## config.mk

```make
export PLATFORM = sky130hd
export DESIGN_NAME = execute_stage_mc
export DESIGN_NICKNAME = d
export VERILOG_FILES = /design/src/rtl/execute_stage_mc.sv
export SDC_FILE = /design/constraint.sdc
export NUM_CORES = 1
export LEC_CHECK = 0
export BUFFER_PORTS_ARGS = -buffer_cell sky130_fd_sc_hd__buf_4
export CELL_PAD_IN_SITES_DETAIL_PLACEMENT = 1
export CELL_PAD_IN_SITES_GLOBAL_PLACEMENT = 1
export CORE_MARGIN = 2
export CORE_UTILIZATION = 38
export DETAILED_ROUTE_END_ITERATION = 10
export PLACE_DENSITY_LB_ADDON = 0.1
export SLEW_MARGIN = 10
export SYNTH_ARGS = -nofsm -noshare
export SYNTH_HDL_FRONTEND = slang
export SYNTH_SLANG_ARGS = --single-unit
```

## constraint.sdc

```tcl
create_clock -name clk -period 10.6 [get_ports clk]
set_clock_uncertainty 0.05 [all_clocks]
set_input_delay 0 -clock clk [delete_from_list [all_inputs] [get_ports clk]]
set_output_delay 0 -clock clk [all_outputs]
set_load 0.005 [all_outputs]
```

## src/rtl/execute_stage_mc.sv

```systemverilog
// Parametrised execute stage: ALU, 4-mode branch compare, forwarding,
// iterative shift-add multiplier with busy handshake, and E/M register.
module execute_stage_mc #(
  parameter int DATA_W     = 16,
  parameter int REG_ADDR_W = 3
) (
  input  logic                  clk,
  input  logic                  rst,
  input  logic                  RegWriteE,
  input  logic                  MemWriteE,
  input  logic                  ResultSrcE,
  input  logic                  ALUSrcE,
  input  logic                  BranchE,
  input  logic                  JumpE,
  input  logic [1:0]            BrFunctE,
  input  logic [3:0]            ALUControlE,
  input  logic                  FlushE,
  input  logic [DATA_W-1:0]     RD1_E,
  input  logic [DATA_W-1:0]     RD2_E,
  input  logic [DATA_W-1:0]     Imm_Ext_E,
  input  logic [REG_ADDR_W-1:0] RD_E,
  input  logic [DATA_W-1:0]     PCE,
  input  logic [DATA_W-1:0]     PCPlus4E,
  input  logic [DATA_W-1:0]     ResultW,
  input  logic [1:0]            ForwardA_E,
  input  logic [1:0]            ForwardB_E,
  output logic                  BusyE,
  output logic                  PCSrcE,
  output logic [DATA_W-1:0]     PCTargetE,
  output logic                  RegWriteM,
  output logic                  MemWriteM,
  output logic                  ResultSrcM,
  output logic [REG_ADDR_W-1:0] RD_M,
  output logic [DATA_W-1:0]     PCPlus4M,
  output logic [DATA_W-1:0]     WriteDataM,
  output logic [DATA_W-1:0]     ALU_ResultM
);
  localparam int SH_W  = $clog2(DATA_W);
  localparam int CNT_W = $clog2(DATA_W + 1);

  localparam logic [3:0] OP_ADD = 4'd0;
  localparam logic [3:0] OP_SUB = 4'd1;
  localparam logic [3:0] OP_AND = 4'd2;
  localparam logic [3:0] OP_OR  = 4'd3;
  localparam logic [3:0] OP_XOR = 4'd4;
  localparam logic [3:0] OP_SLT = 4'd5;
  localparam logic [3:0] OP_SLL = 4'd6;
  localparam logic [3:0] OP_SRL = 4'd7;
  localparam logic [3:0] OP_SRA = 4'd8;
  localparam logic [3:0] OP_MUL = 4'd9;

  typedef enum logic [1:0] {S_IDLE, S_BUSY, S_DONE} state_t;

  state_t state_q, state_d;

  logic [CNT_W-1:0]      cnt_q, cnt_d;
  logic [DATA_W-1:0]     acc_q, acc_d;
  logic [DATA_W-1:0]     mcand_q, mcand_d;
  logic [DATA_W-1:0]     mplier_q, mplier_d;
  logic                  regw_q, regw_d;
  logic                  memw_q, memw_d;
  logic                  ress_q, ress_d;
  logic [REG_ADDR_W-1:0] rd_q, rd_d;
  logic [DATA_W-1:0]     pc4_q, pc4_d;
  logic [DATA_W-1:0]     wd_q, wd_d;
  logic [DATA_W-1:0]     alu_q, alu_d;

  logic [DATA_W-1:0] src_a, fwd_b, src_b, alu_res;
  logic [SH_W-1:0]   shamt;
  logic              is_mul, br_eq, br_lt, br_cond;

  always_comb begin
    case (ForwardA_E)
      2'b01:   src_a = ResultW;
      2'b10:   src_a = ALU_ResultM;
      default: src_a = RD1_E;
    endcase
    case (ForwardB_E)
      2'b01:   fwd_b = ResultW;
      2'b10:   fwd_b = ALU_ResultM;
      default: fwd_b = RD2_E;
    endcase
  end

  assign src_b  = ALUSrcE ? Imm_Ext_E : fwd_b;
  assign shamt  = src_b[SH_W-1:0];
  assign is_mul = (ALUControlE == OP_MUL);

  always_comb begin
    alu_res = '0;
    case (ALUControlE)
      OP_ADD:  alu_res = src_a + src_b;
      OP_SUB:  alu_res = src_a - src_b;
      OP_AND:  alu_res = src_a & src_b;
      OP_OR:   alu_res = src_a | src_b;
      OP_XOR:  alu_res = src_a ^ src_b;
      OP_SLT:  alu_res = {{(DATA_W-1){1'b0}},
                          $signed(src_a) < $signed(src_b)};
      OP_SLL:  alu_res = src_a << shamt;
      OP_SRL:  alu_res = src_a >> shamt;
      OP_SRA:  alu_res = $signed(src_a) >>> shamt;
      default: alu_res = '0;
    endcase
  end

  // Branch compare always uses the register operand, never the immediate
  assign br_eq = (src_a == fwd_b);
  assign br_lt = $signed(src_a) < $signed(fwd_b);

  always_comb begin
    case (BrFunctE)
      2'b00:   br_cond = br_eq;
      2'b01:   br_cond = !br_eq;
      2'b10:   br_cond = br_lt;
      default: br_cond = !br_lt;
    endcase
  end

  assign PCSrcE    = JumpE | (BranchE & br_cond);
  assign PCTargetE = PCE + Imm_Ext_E;

  always_ff @(posedge clk) begin
    if (rst) state_q <= S_IDLE;
    else     state_q <= state_d;
  end

  always_comb begin
    state_d = state_q;
    if (FlushE) begin
      state_d = S_IDLE;
    end else begin
      case (state_q)
        S_IDLE:  if (is_mul) state_d = S_BUSY;
        S_BUSY:  if (cnt_q == CNT_W'(1)) state_d = S_DONE;
        default: state_d = S_IDLE;
      endcase
    end
  end

  always_comb begin
    mcand_d  = mcand_q;
    mplier_d = mplier_q;
    acc_d    = acc_q;
    cnt_d    = cnt_q;
    if (!FlushE) begin
      if (state_q == S_IDLE && is_mul) begin
        mcand_d  = src_a;
        mplier_d = src_b;
        acc_d    = '0;
        cnt_d    = CNT_W'(DATA_W);
      end else if (state_q == S_BUSY) begin
        if (mplier_q[0]) acc_d = acc_q + mcand_q;
        mcand_d  = mcand_q << 1;
        mplier_d = mplier_q >> 1;
        cnt_d    = cnt_q - CNT_W'(1);
      end
    end
  end

  always_comb begin
    BusyE  = !FlushE &&
             ((state_q == S_IDLE && is_mul) || state_q == S_BUSY);
    regw_d = 1'b0;
    memw_d = 1'b0;
    ress_d = 1'b0;
    rd_d   = '0;
    pc4_d  = '0;
    wd_d   = '0;
    alu_d  = '0;
    if (!FlushE &&
        ((state_q == S_IDLE && !is_mul) || state_q == S_DONE)) begin
      regw_d = RegWriteE;
      memw_d = MemWriteE;
      ress_d = ResultSrcE;
      rd_d   = RD_E;
      pc4_d  = PCPlus4E;
      wd_d   = fwd_b;
      alu_d  = (state_q == S_DONE) ? acc_q : alu_res;
    end
  end

  always_ff @(posedge clk) begin
    if (rst) begin
      cnt_q    <= '0;
      acc_q    <= '0;
      mcand_q  <= '0;
      mplier_q <= '0;
      regw_q   <= 1'b0;
      memw_q   <= 1'b0;
      ress_q   <= 1'b0;
      rd_q     <= '0;
      pc4_q    <= '0;
      wd_q     <= '0;
      alu_q    <= '0;
    end else begin
      cnt_q    <= cnt_d;
      acc_q    <= acc_d;
      mcand_q  <= mcand_d;
      mplier_q <= mplier_d;
      regw_q   <= regw_d;
      memw_q   <= memw_d;
      ress_q   <= ress_d;
      rd_q     <= rd_d;
      pc4_q    <= pc4_d;
      wd_q     <= wd_d;
      alu_q    <= alu_d;
    end
  end

  assign RegWriteM   = regw_q;
  assign MemWriteM   = memw_q;
  assign ResultSrcM  = ress_q;
  assign RD_M        = rd_q;
  assign PCPlus4M    = pc4_q;
  assign WriteDataM  = wd_q;
  assign ALU_ResultM = alu_q;

endmodule
```

# Word-level counts from Yosys, hierarchy flattened
# Index checks and enable logic that the tools add are counted.
# op_classes
n_bitwise	7
n_addsub	5
n_lt_le_gt_ge	2
eq_ne	21
n_reduce_logical	20
n_shift	3
n_mux	18
# ops
cell	count
16-bit 2-to-1 mux	9
16-bit one-hot mux with 9 select lines	1
16-bit one-hot mux with 2 select lines	2
16-bit adder	3
16-bit < comparator	2
16-bit AND	1
16-bit == test	1
4-bit by 3-bit == test with 1-bit output (second input constant)	4
16-bit OR	1
16-bit by 4-bit left shift with 16-bit output	1
16-bit by 4-bit right shift with 16-bit output	1
16-bit by 4-bit >>> shifter with 16-bit output	1
16-bit subtractor	1
16-bit bitwise XOR	1
5-bit 2-to-1 mux	2
2-bit by 1-bit == test with 1-bit output (second input constant)	4
2-bit == test (second input constant)	4
4-bit by 2-bit == test with 1-bit output (second input constant)	2
4-bit == test (second input constant)	2
5-bit by 1-bit == test with 1-bit output (second input constant)	1
5-bit by 1-bit subtractor with 5-bit output (second input constant)	1
4-bit by 1-bit == test with 1-bit output (second input constant)	1
1-bit logical AND	4
1-bit zero test	4
other kinds (14)	22
# totals
elab_cells	88
inputBits	118
ff_bits	109
out_inout_bits	72

# Longest topological paths before layout
# Gate-level depths: netlist (run 1).
# depth
depth_word	7
ltp_mapped	20
ltp_nobuf	17

# Worst setup path before layout (run 1)
# OpenSTA, ideal clock, no wires.
# synth_timing
path_kind	input to register
from	input ForwardB_E[0]
to	register alu_q[14] (netlist: ALU_ResultM[14])
path_slack_ps	6736
setup_ps	95
t_arrival_ps	3719
n_path_buf	4
required_time_ps	10455
cell_stages	19
path_cell_list	inv_1 > ha_1 > buf_2 > a221o_1 > o21ai_1 > o21a_1 > clkbuf_1 > clkbuf_1 > ha_1 > buf_2 > nor3b_1 > a2111oi_2 > o221a_1 > o21ba_2 > o21ai_1 > a21oi_2 > a221o_1 > nand2_1 > a221oi_1
# synth_via
elab_chain_cells	6
word_cells_on_any_way	14
cone_classes	2 x add/sub; 2 x eq/ne; 3 x shift; 4 x mux; 3 x bitwise
# synth_rtl
element	line_no	text
start: declaration	26	input logic [1:0] ForwardB_E,
2-bit == test or 2-bit by 1-bit == test with 1-bit output (tied branches)	78	case (ForwardB_E)
16-bit one-hot mux with 2 select lines (*)	78	
16-bit 2-to-1 mux (*)	85	assign src_b = ALUSrcE ? Imm_Ext_E : fwd_b;
16-bit subtractor (tied with other cells)	93	OP_SUB: alu_res = src_a - src_b;
16-bit one-hot mux with 9 select lines (*)	91	case (ALUControlE)
16-bit 2-to-1 mux (*)	178	alu_d = (state_q == S_DONE) ? acc_q : alu_res;
end signal: assignment	206	alu_q <= alu_d;
end: declaration	66	logic [DATA_W-1:0] alu_q, alu_d;
# Every way passes the cells marked *; elsewhere a longest branch is shown, timed or not.
# A chain may end at the register's enable or synchronous reset.

# Final worst setup path (run 1)
# layout_timing
from	input ForwardB_E[0]
to	register alu_q[10] (netlist: ALU_ResultM[10])
# Same word-level chain as after synthesis.

==> summary.md, run 1 <==
| Metric | Value |
|---|---|
| Status | complete, no violations |
| CTS tree | built |
| Top-count cell post-synth | nor2_1 |
| Routed via count | 11400 |
| Clk Latency, worst-skew pair | 370 ps |
| Number of synthesized flops with an enable pin | 0 |
| Worst-path clk slew | 90 ps |
| HP Class | in -> reg |
| Routed WL | 47.4 mm |
| Mapped Cells | 1343 |
| Die footprint | 27700 um^2 |
| First-pass GRT wire length | 70.8 mm |
| Grt ovf | 0 |
| # rows | 59 |
| Top cells by area, synth | dfxtp_1 22%, ha_1 13%, nor2_1 7.5%, a21oi_1 5.4%, a221o_1 3.6% |
| Fin. max-slew vios | 0 |
| Period utilization | 0.487 |
| Post-layout util | 0.471 |
| Max cap viols | 0 |
| Total CTS buffers | 9 |
| Peak VDD IR | 0.0833 mV |
| Setup ws final | 5440 ps |
| Relative slew slack | 0.357 |
| Routed Antenna Nets | 0 |
| Final hold vios | 0 |
| Clk root buf | clkbuf_16 |
| Crit Path Category | in -> reg |
| Fin area | 12200 um^2 |
| Synthesized Nets | 1566 |
| Pre-antenna DRT Iters | 6 |
| Total core area | 26000 um^2 |
| PD cells | 121 nW/um^2 |
| Share of layout cells above drive strength 1 | 0.178 |
| Synth-to-Final Area Change | 22.2% |
| Share of the synthesized area in the top cell type | 0.218 |
| Vias/cell | 6.17 |
| Top_reg_cell synth | dfxtp_1 |
| Worst-case clock buffer depth | 2 |
| Die W | 166 um |
| Achievable Freq | 194 MHz |
| Initial core utilization | 0.385 |
| Design Power | 0.00148 W |
| Mapped cell area | 10000 um^2 |
| Seq cells post-synth | 109 |
| Yosys cell types | 80 |
| Area post-placement | 11600 um^2 |
| FF-to-FF path depth | 14 |
| Avg Inst Size Synth | 7.45 um^2 |
| Worst Tran Pin Value | 959 ps |
| WP data arrival | 5340 ps |
| Total global-route track usage | 0.333 |
| Largest net degree at the start of global routing | 62 |
| Fin crit period | 5160 ps |
| Hold Path Stages | 3 |
| CTS H-tree depth | 3 |
| Initial antenna violation count | 0 |
| Synth cell count leaders | 200 x nor2_1, 109 x dfxtp_1, 108 x a21oi_1 |
| Async SR Flop Fraction | 0 |
| Initial DRC count | 1114 |
| DPL Wire Length | 36.8 mm |
| FF-to-FF setup slack | 6000 ps |
| I/O pin count | 190 |
| Worst Path Max Fanout | 18 |
| Startpoint types | input port |
| I/O Buffers | 189 |
| Crit path required time | 10780 ps |
| Sequential area share after synthesis | 0.218 |
| CTS sink cnt | 109 |
| RSZ-0062 raised after global routing | false |
| Setup crit end kind | register |
| Final Setup Violations | 0 |
| Residual DRC | 0 |
| Layout Nets | 1726 |
| Vias in the first global route | 11300 |
| Ant. Diodes | 0 |
| GP Congestion | 0.959 |
| Synth warn | 0 |
| Setup_tns | 0 ps |
| Die height | 166 um |
| Pleak | 5.26 nW |
| PostCTS Resize Cnt | 0 |
| Drt wl/cell | 25.7 um |
| Pre-CTS WS | 5340 ps |
| Synth area leader | dfxtp_1 |
## critical path: stages
cell and delay, ps:
buf_4 90, inv_1 30, ha_1 720, inv_1 490
o21ai_0 590, nor2_1 80, a21oi_1 610, inv_1 120
ha_1 310, or3_1 350, or3_1 360, and2_1 240
a2111oi_0 490, o32a_1 370, nor3_1 90, o31ai_1 380
## layer usage
metal / GRT usage / up-vias / routed length [um]
met1: 0.434 / 5576 / 19500
met2: 0.558 / 502 / 22400
met5: 0 / - / 0
met4: 0.127 / 0 / 1950
li1: - / 5194 / -
met3: 0.0496 / 99 / 3480
## flip-flops by register name, summed over array words and instances (netlist names)
register,count
ALU_ResultM,16
MemWriteM,1
PCPlus4M,16
RD_M,3
RegWriteM,1
ResultSrcM,1
WriteDataM,16
acc_q,16
cnt_q,5
mcand_q,16
mplier_q,16
state_q,2
## cells by family after synthesis
| group | after synthesis | synth area share |
|---|---|---|
| flip-flops | 109 | 0.218 |
| adder cells (fa/ha/maj) | 105 | 0.134 |
| buffers and inverters | 165 | 0.0696 |
| AO/OA/AOI/OAI | 440 | 0.304 |
| multiplexers | 35 | 0.0351 |
| AND/OR/NAND/NOR | 458 | 0.212 |
| XOR/XNOR | 31 | 0.0271 |
## what timing repair did
| action | CTS | global route |
|---|---|---|
| hold buffers | 31 | 0 |
| hold endpoints to repair | 33 | 0 |
| endpoints found under the setup margin | 0 | 0 |
| setup buffers | 0 | 0 |
## final timing paths
kind / startpoint / endpoint
setup / recovery: ForwardB_E[0] / ALU_ResultM[10]
hold / removal: RD2_E[14] / WriteDataM[14]
setup reg to reg: ALU_ResultM[2] / ALU_ResultM[10]
hold reg to reg: mplier_q[2] / mplier_q[2]
## area by class of cell
cell class | count | area (um^2)
clock inverter | 7 | 93.8
tap | 335 | 419
timing repair buffer | 240 | 1880
clock buffer | 9 | 225
inverter | 74 | 290
fill | 3296 | 13700
sequential | 109 | 2180
multi-input combinational | 1069 | 7150
## cells in the final DEF (no fill, tap or decap), types with 9 or more instances in the layout
cell / count
nor2_1: 200
nand2b_1: 12
a21o_1: 11
o21ai_1: 27
a22oi_1: 19
ha_1: 101
a221o_1: 36
o211ai_1: 17
nor2b_1: 13
a311oi_1: 9
and2_1: 33
nand2_1: 81
a221oi_1: 13
buf_4: 209
nand3_1: 17
a21oi_1: 108
a31oi_1: 9
dlygate4sd3_1: 31
a211oi_1: 37
clkbuf_16: 9
dfxtp_1: 109
nor3_1: 49
o21ai_0: 65
inv_1: 68
xnor2_1: 26
mux2i_1: 34
o21a_1: 12
## through the flow
| step | std cells | hold WS [ps] |
|---|---|---|
| after global routing | 1843 | 15.3 |
| final | 1843 | 23.2 |
| after detailed placement | 1796 | 156 |
| after global placement | 1796 | 151 |
| after CTS | 1843 | 5.64 |
| after floorplan | 1343 | 26.7 |
## report_power, final
group	switching, W	internal, W
sequential	0.00000970	0.000422
clock	0.000200	0.000175
combinational	0.000419	0.000252
Note: power is estimated with default switching activity, not from simulation.
==> run 2: changes to the inputs <==
- clock period: 10.6 -> 5.4 ns (I/O delays scaled with it)
==> run 2 against run 1 <==
Total power rose by 97%. First-iteration DRC count decreased by 3.8%. Count of clock-buffer cells in the layout unchanged. Non-clock buffer count is 13 higher. Largest power group unchanged. Utilization up 0.40 points. Critical path depth grew 2. Cell area is 0.85% higher. Combinational power is 97% higher. Setup slack worse by 4600 ps. Routed wire length down 1.1%.
==> summary.md, run 2 (synthesis results as in run 1) <==
| Metric | Value |
|---|---|
| Status | complete, no violations |
| Worst Tran Pin Value | 1200 ps |
| Achievable Freq | 221 MHz |
| DPL Wire Length | 36.7 mm |
| Vias in the first global route | 11200 |
| Drt wl/cell | 25.2 um |
| Residual DRC | 0 |
| Clock power frac | 0.256 |
| Layout Nets | 1739 |
| PostCTS Resize Cnt | 0 |
| Peak VDD IR | 0.163 mV |
| Die W | 166 um |
| Die height | 166 um |
| FF-to-FF setup slack | 1090 ps |
| Clk Latency, worst-skew pair | 380 ps |
| Flop pwr share | 0.291 |
| Worst hold margin | 21.7 ps |
| Setup bufs post-CTS | 0 |
| Setup_tns | 0 ps |
| Worst Path Max Fanout | 18 |
| Layout fillers | 3271 |
| First-pass GRT wire length | 69.9 mm |
| Worst-path clk slew | 90 ps |
| Pleak | 5.32 nW |
| Total CTS buffers | 9 |
| CTS H-tree depth | 3 |
| Pre-antenna DRT Iters | 5 |
| Cell-internal power | 0.00168 W |
| Initial antenna violation count | 0 |
| Share of layout cells above drive strength 1 | 0.183 |
| Commonest non-fill, non-tap cell in the layout | buf_4 |
| Total core area | 26000 um^2 |
| Fin. max-slew vios | 0 |
| WP data arrival | 4730 ps |
| RSZ-0062 raised after global routing | false |
| Final hold vios | 0 |
| Hold buffer count at cts | 33 |
| Period utilization | 0.837 |
| Worst-case clock buffer depth | 2 |
| Total global-route track usage | 0.329 |
| Grt ovf | 0 |
| Crit path required time | 5610 ps |
| PD cells | 236 nW/um^2 |
| Setup crit end kind | register |
| I/O pin count | 190 |
| CTS tree | built |
| Crit Path Category | in -> reg |
| Routed via count | 11200 |
| Routed WL | 46.8 mm |
| Routed Antenna Nets | 0 |
| CTS sink cnt | 109 |
| Switching Fraction | 0.424 |
| Largest net degree at the start of global routing | 62 |
| Vias/cell | 6.05 |
| # rows | 59 |
| Logic pwr share | 0.453 |
| Max cap viols | 0 |
| Synth-to-Final Area Change | 23.3% |
| Relative slew slack | 0.201 |
| Initial DRC count | 1072 |
| Startpoint types | input port |
| Ant. Diodes | 0 |
| Net Sw Power | 0.00124 W |
| Commonest cells after routing, fill and taps aside | 220 x buf_4, 200 x nor2_1, 109 x dfxtp_1 |
| I/O Buffers | 189 |
| Clk root buf | clkbuf_16 |
| Die footprint | 27700 um^2 |
| HP Class | in -> reg |
| Initial core utilization | 0.385 |
| Final Setup Violations | 0 |
| Fin crit period | 4520 ps |
| GP Congestion | 0.990 |
[run 2: cell types whose count changed in the layout (fill, tap and decap cells not counted)]
cell,delta
buf_4,+11
dlygate4sd3_1,+2
inv_6,-1
inv_8,+1
or4_1,+1
or4_2,-1
[run 2: per-stage QoR]
stage / cells / area (um^2) / total power, W / setup WS, ps / util
5_1_grt: 1856 / 12300 / 0.00305 / 624 / 0.475
2_1_floorplan: 1343 / 10000 / 0.00164 / 1540 / -
3_3_place_gp: 1807 / 11700 / 0.00212 / 834 / 0.450
6_report: 1856 / 12300 / 0.00292 / 881 / 0.475
4_1_cts: 1856 / 12300 / 0.00291 / 1010 / 0.475
3_5_place_dp: 1807 / 11700 / 0.00213 / 633 / 0.450
[run 2: layout make-up]
| type | instances | area, um^2 | area share |
|---|---|---|---|
| multi-input cells | 1069 | 7150 | 0.579 |
| flip-flops and latches | 109 | 2180 | 0.177 |
| repair buffers | 253 | 1980 | 0.161 |
| well taps | 335 | 419 | 0.0340 |
| inverters | 74 | 290 | 0.0235 |
| clock buffers | 9 | 225 | 0.0183 |
| clock inverters | 7 | 96.3 | 0.00781 |
[run 2: final timing paths]
check,start,end,depth (start not counted)
worst max register to register,ALU_ResultM[0],ALU_ResultM[10],13
worst max-delay path,ForwardB_E[0],ALU_ResultM[14],18
worst min-delay path,RD2_E[7],WriteDataM[7],3
worst min register to register,mplier_q[2],mplier_q[2],2
[run 2: critical path, stage by stage]
cell       delay [ps]
buf_4              90
inv_1              40
ha_1              730
inv_1             480
o21ai_0           460
nor2_1             70
a21oi_1           310
inv_1              80
ha_1              480
nor3b_1           120
a2111oi_2         560
o221a_1           290
o21ba_2           170
o21ai_1           100
a21oi_2           200
a221o_1           180
nand2_1            70
a221oi_1          290
[run 2: power by group through the flow]
stage	Sequential (W)	Clock, W	Combinational (W)
4_1_cts	0.000847	0.000766	0.00129
2_1_floorplan	0.000860	0	0.000784
6_report	0.000848	0.000746	0.00132
3_5_place_dp	0.000866	0	0.00126
3_3_place_gp	0.000865	0	0.00125
5_1_grt	0.000849	0.000783	0.00142
[run 2: layer usage]
metal  up-vias  wire length (um)  GRT usage
met5         -                 0          0
met4         0              2480      0.156
met3       105              3140     0.0562
met2       440             21400      0.535
met1      5477             19800      0.425
li1       5212                 -          -
==> run 3: changes to the inputs <==
- clock period: 5.4 -> 4.3 ns (I/O delays scaled with it)
==> run 3 against run 2 <==
Global-route usage is 0.37 points higher. Die area did not move. Clock power rose by 26%. Register-to-register slack lost 640 ps. Hold slack improved by 28 ps. Total power rose by 27%. Non-clock buffer count is 28 higher. Highest routed layer unchanged. Cell count is 1.6% higher. Largest cell class unchanged.
==> summary.md, run 3 (synthesis results as in run 1) <==
| Metric | Value |
|---|---|
| Pre-antenna DRT Iters | 5 |
| Worst-path clk slew | 90 ps |
| Achievable Freq | 260 MHz |
| Layout fillers | 3267 |
| CTS sink cnt | 109 |
| Total core area | 26000 um^2 |
| Final hold vios | 0 |
| Largest net degree at the start of global routing | 62 |
| Die W | 166 um |
| Initial DRC count | 833 |
| Total global-route track usage | 0.333 |
| Commonest cells after routing, fill and taps aside | 244 x buf_4, 200 x nor2_1, 109 x dfxtp_1 |
| Die footprint | 27700 um^2 |
| Residual DRC | 0 |
| Setup crit end kind | primary output |
| Fin area | 12600 um^2 |
| Die height | 166 um |
| HP Class | in -> reg |
| Biggest cell delay along the critical path | 650 ps |
| M3 GR Usage | 0.0558 |
| Fin. max-slew vios | 0 |
| Met1 global-route usage | 0.430 |
| Sequential Area | 2180 um^2 |
| GR peak layer | met2 |
| CP top delay family | compound AO/OA/AOI/OAI gates |
| DPL Wire Length | 36.8 mm |
| Setup_tns | 0 ps |
| Vias/cell | 6.01 |
| CTS tree | built |
| Peak VDD IR | 0.221 mV |
| Max cap viols | 0 |
| PD cells | 295 nW/um^2 |
| Crit path required time | 4250 ps |
| Final Setup Violations | 0 |
| Pleak | 5.45 nW |
| Worst Path Max Fanout | 14 |
| PostCTS Resize Cnt | 0 |
| Clk Latency, worst-skew pair | 370 ps |
| Total CTS buffers | 9 |
| WP data arrival | 3800 ps |
| Worst hold margin | 50.1 ps |
| Startpoint types | input port |
| FF-to-FF setup slack | 450 ps |
| Area post-placement | 11900 um^2 |
| Fin crit period | 3850 ps |
| Status | complete, no violations |
| Share of layout cells above drive strength 1 | 0.195 |
| Initial antenna violation count | 1 |
| Worst Tran Pin Value | 947 ps |
| Clk root buf | clkbuf_16 |
| Worst-path cell chain | buf_4 -> inv_1 -> ha_1 -> inv_1 -> o21ai_2 -> inv_1 -> ha_1 -> nand4_1 -> nor3_1 -> buf_4 -> o21ai_0 -> a21oi_1 -> nor3_1 -> mux2i_1 -> a221oi_1 -> nand4bb_1 -> buf_4 |
| Area occupied by multi-input gates | 7140 um^2 |
| Vias in the first global route | 11400 |
| Drt wl/cell | 25.0 um |
| Slowest-stage cell, CP | o21ai_2 |
| I/O pin count | 190 |
| I/O Buffers | 189 |
| GR met2 Demand/Resource | 0.554 |
| Routed Antenna Nets | 0 |
| RSZ-0062 raised after global routing | false |
| Design Power | 0.00370 W |
| Crit Path Category | in -> out |
| Buf+Inv Stages, Crit Path | 6 |
| Synth-to-Final Area Change | 25.4% |
| Grt ovf | 0 |
| First-pass GRT wire length | 71.1 mm |
| Routed via count | 11300 |
| Setup bufs post-CTS | 0 |
| Hold buffer count at cts | 37 |
| Relative slew slack | 0.363 |
| Period utilization | 0.896 |
| # rows | 59 |
| Routed WL | 47.1 mm |
| GP Congestion | 0.990 |
| Commonest non-fill, non-tap cell in the layout | buf_4 |
| Layout Nets | 1767 |
| CTS H-tree depth | 3 |
| Initial core utilization | 0.385 |
| Worst-case clock buffer depth | 2 |
[run 3: changes by cell type in the layout (fill, tap and decap cells not counted), sizes merged]
cell,change
dlygate4sd3,+4
clkinv,+1
buf,+24
diode,+1
inv,-1
[run 3: path summary, 6_finish.rpt]
kind / cells past startpoint / endpoint / startpoint
setup / recovery: 17 / PCSrcE / ForwardA_E[0]
hold / removal: 4 / WriteDataM[2] / ResultW[2]
setup reg to reg: 14 / ALU_ResultM[14] / ALU_ResultM[0]
hold reg to reg: 2 / mplier_q[2] / mplier_q[2]
[run 3: layout make-up]
class | instances | area share
multi-input cells | 1069 | 0.569
repair buffers | 281 | 0.175
flip-flops and latches | 109 | 0.174
well taps | 335 | 0.0334
inverters | 74 | 0.0231
clock buffers | 9 | 0.0179
clock inverters | 7 | 0.00728
diodes | 1 | 0.000199
[run 3: stage by stage]
| stage | worst slack (ps) | util | instances |
|---|---|---|---|
| after floorplan | 436 | - | 1343 |
| after global placement | 385 | 0.457 | 1831 |
| after detailed placement | 238 | 0.457 | 1831 |
| after CTS | 523 | 0.483 | 1884 |
| after global routing | 230 | 0.483 | 1885 |
| final | 447 | 0.483 | 1885 |
[run 3: per-layer routing]
layer | part of all wire | up-vias
met1 | 0.42 | 5512
met2 | 0.47 | 449
met5 | 0 | -
met3 | 0.071 | 88
li1 | - | 5278
met4 | 0.043 | 0
[run 3: power by group]
part,switching (W),internal [W]
clock network,0.000509,0.000428
registers,0.0000255,0.00104
logic,0.00103,0.000666
[run 3: worst register-to-register path, delay by kind of cell (launching register included)]
kind	cells	cell delay, ps
compound gates	10	2470
fa+ha+maj	2	670
buf+inv	1	70
flops	1	450
simple gates	1	50
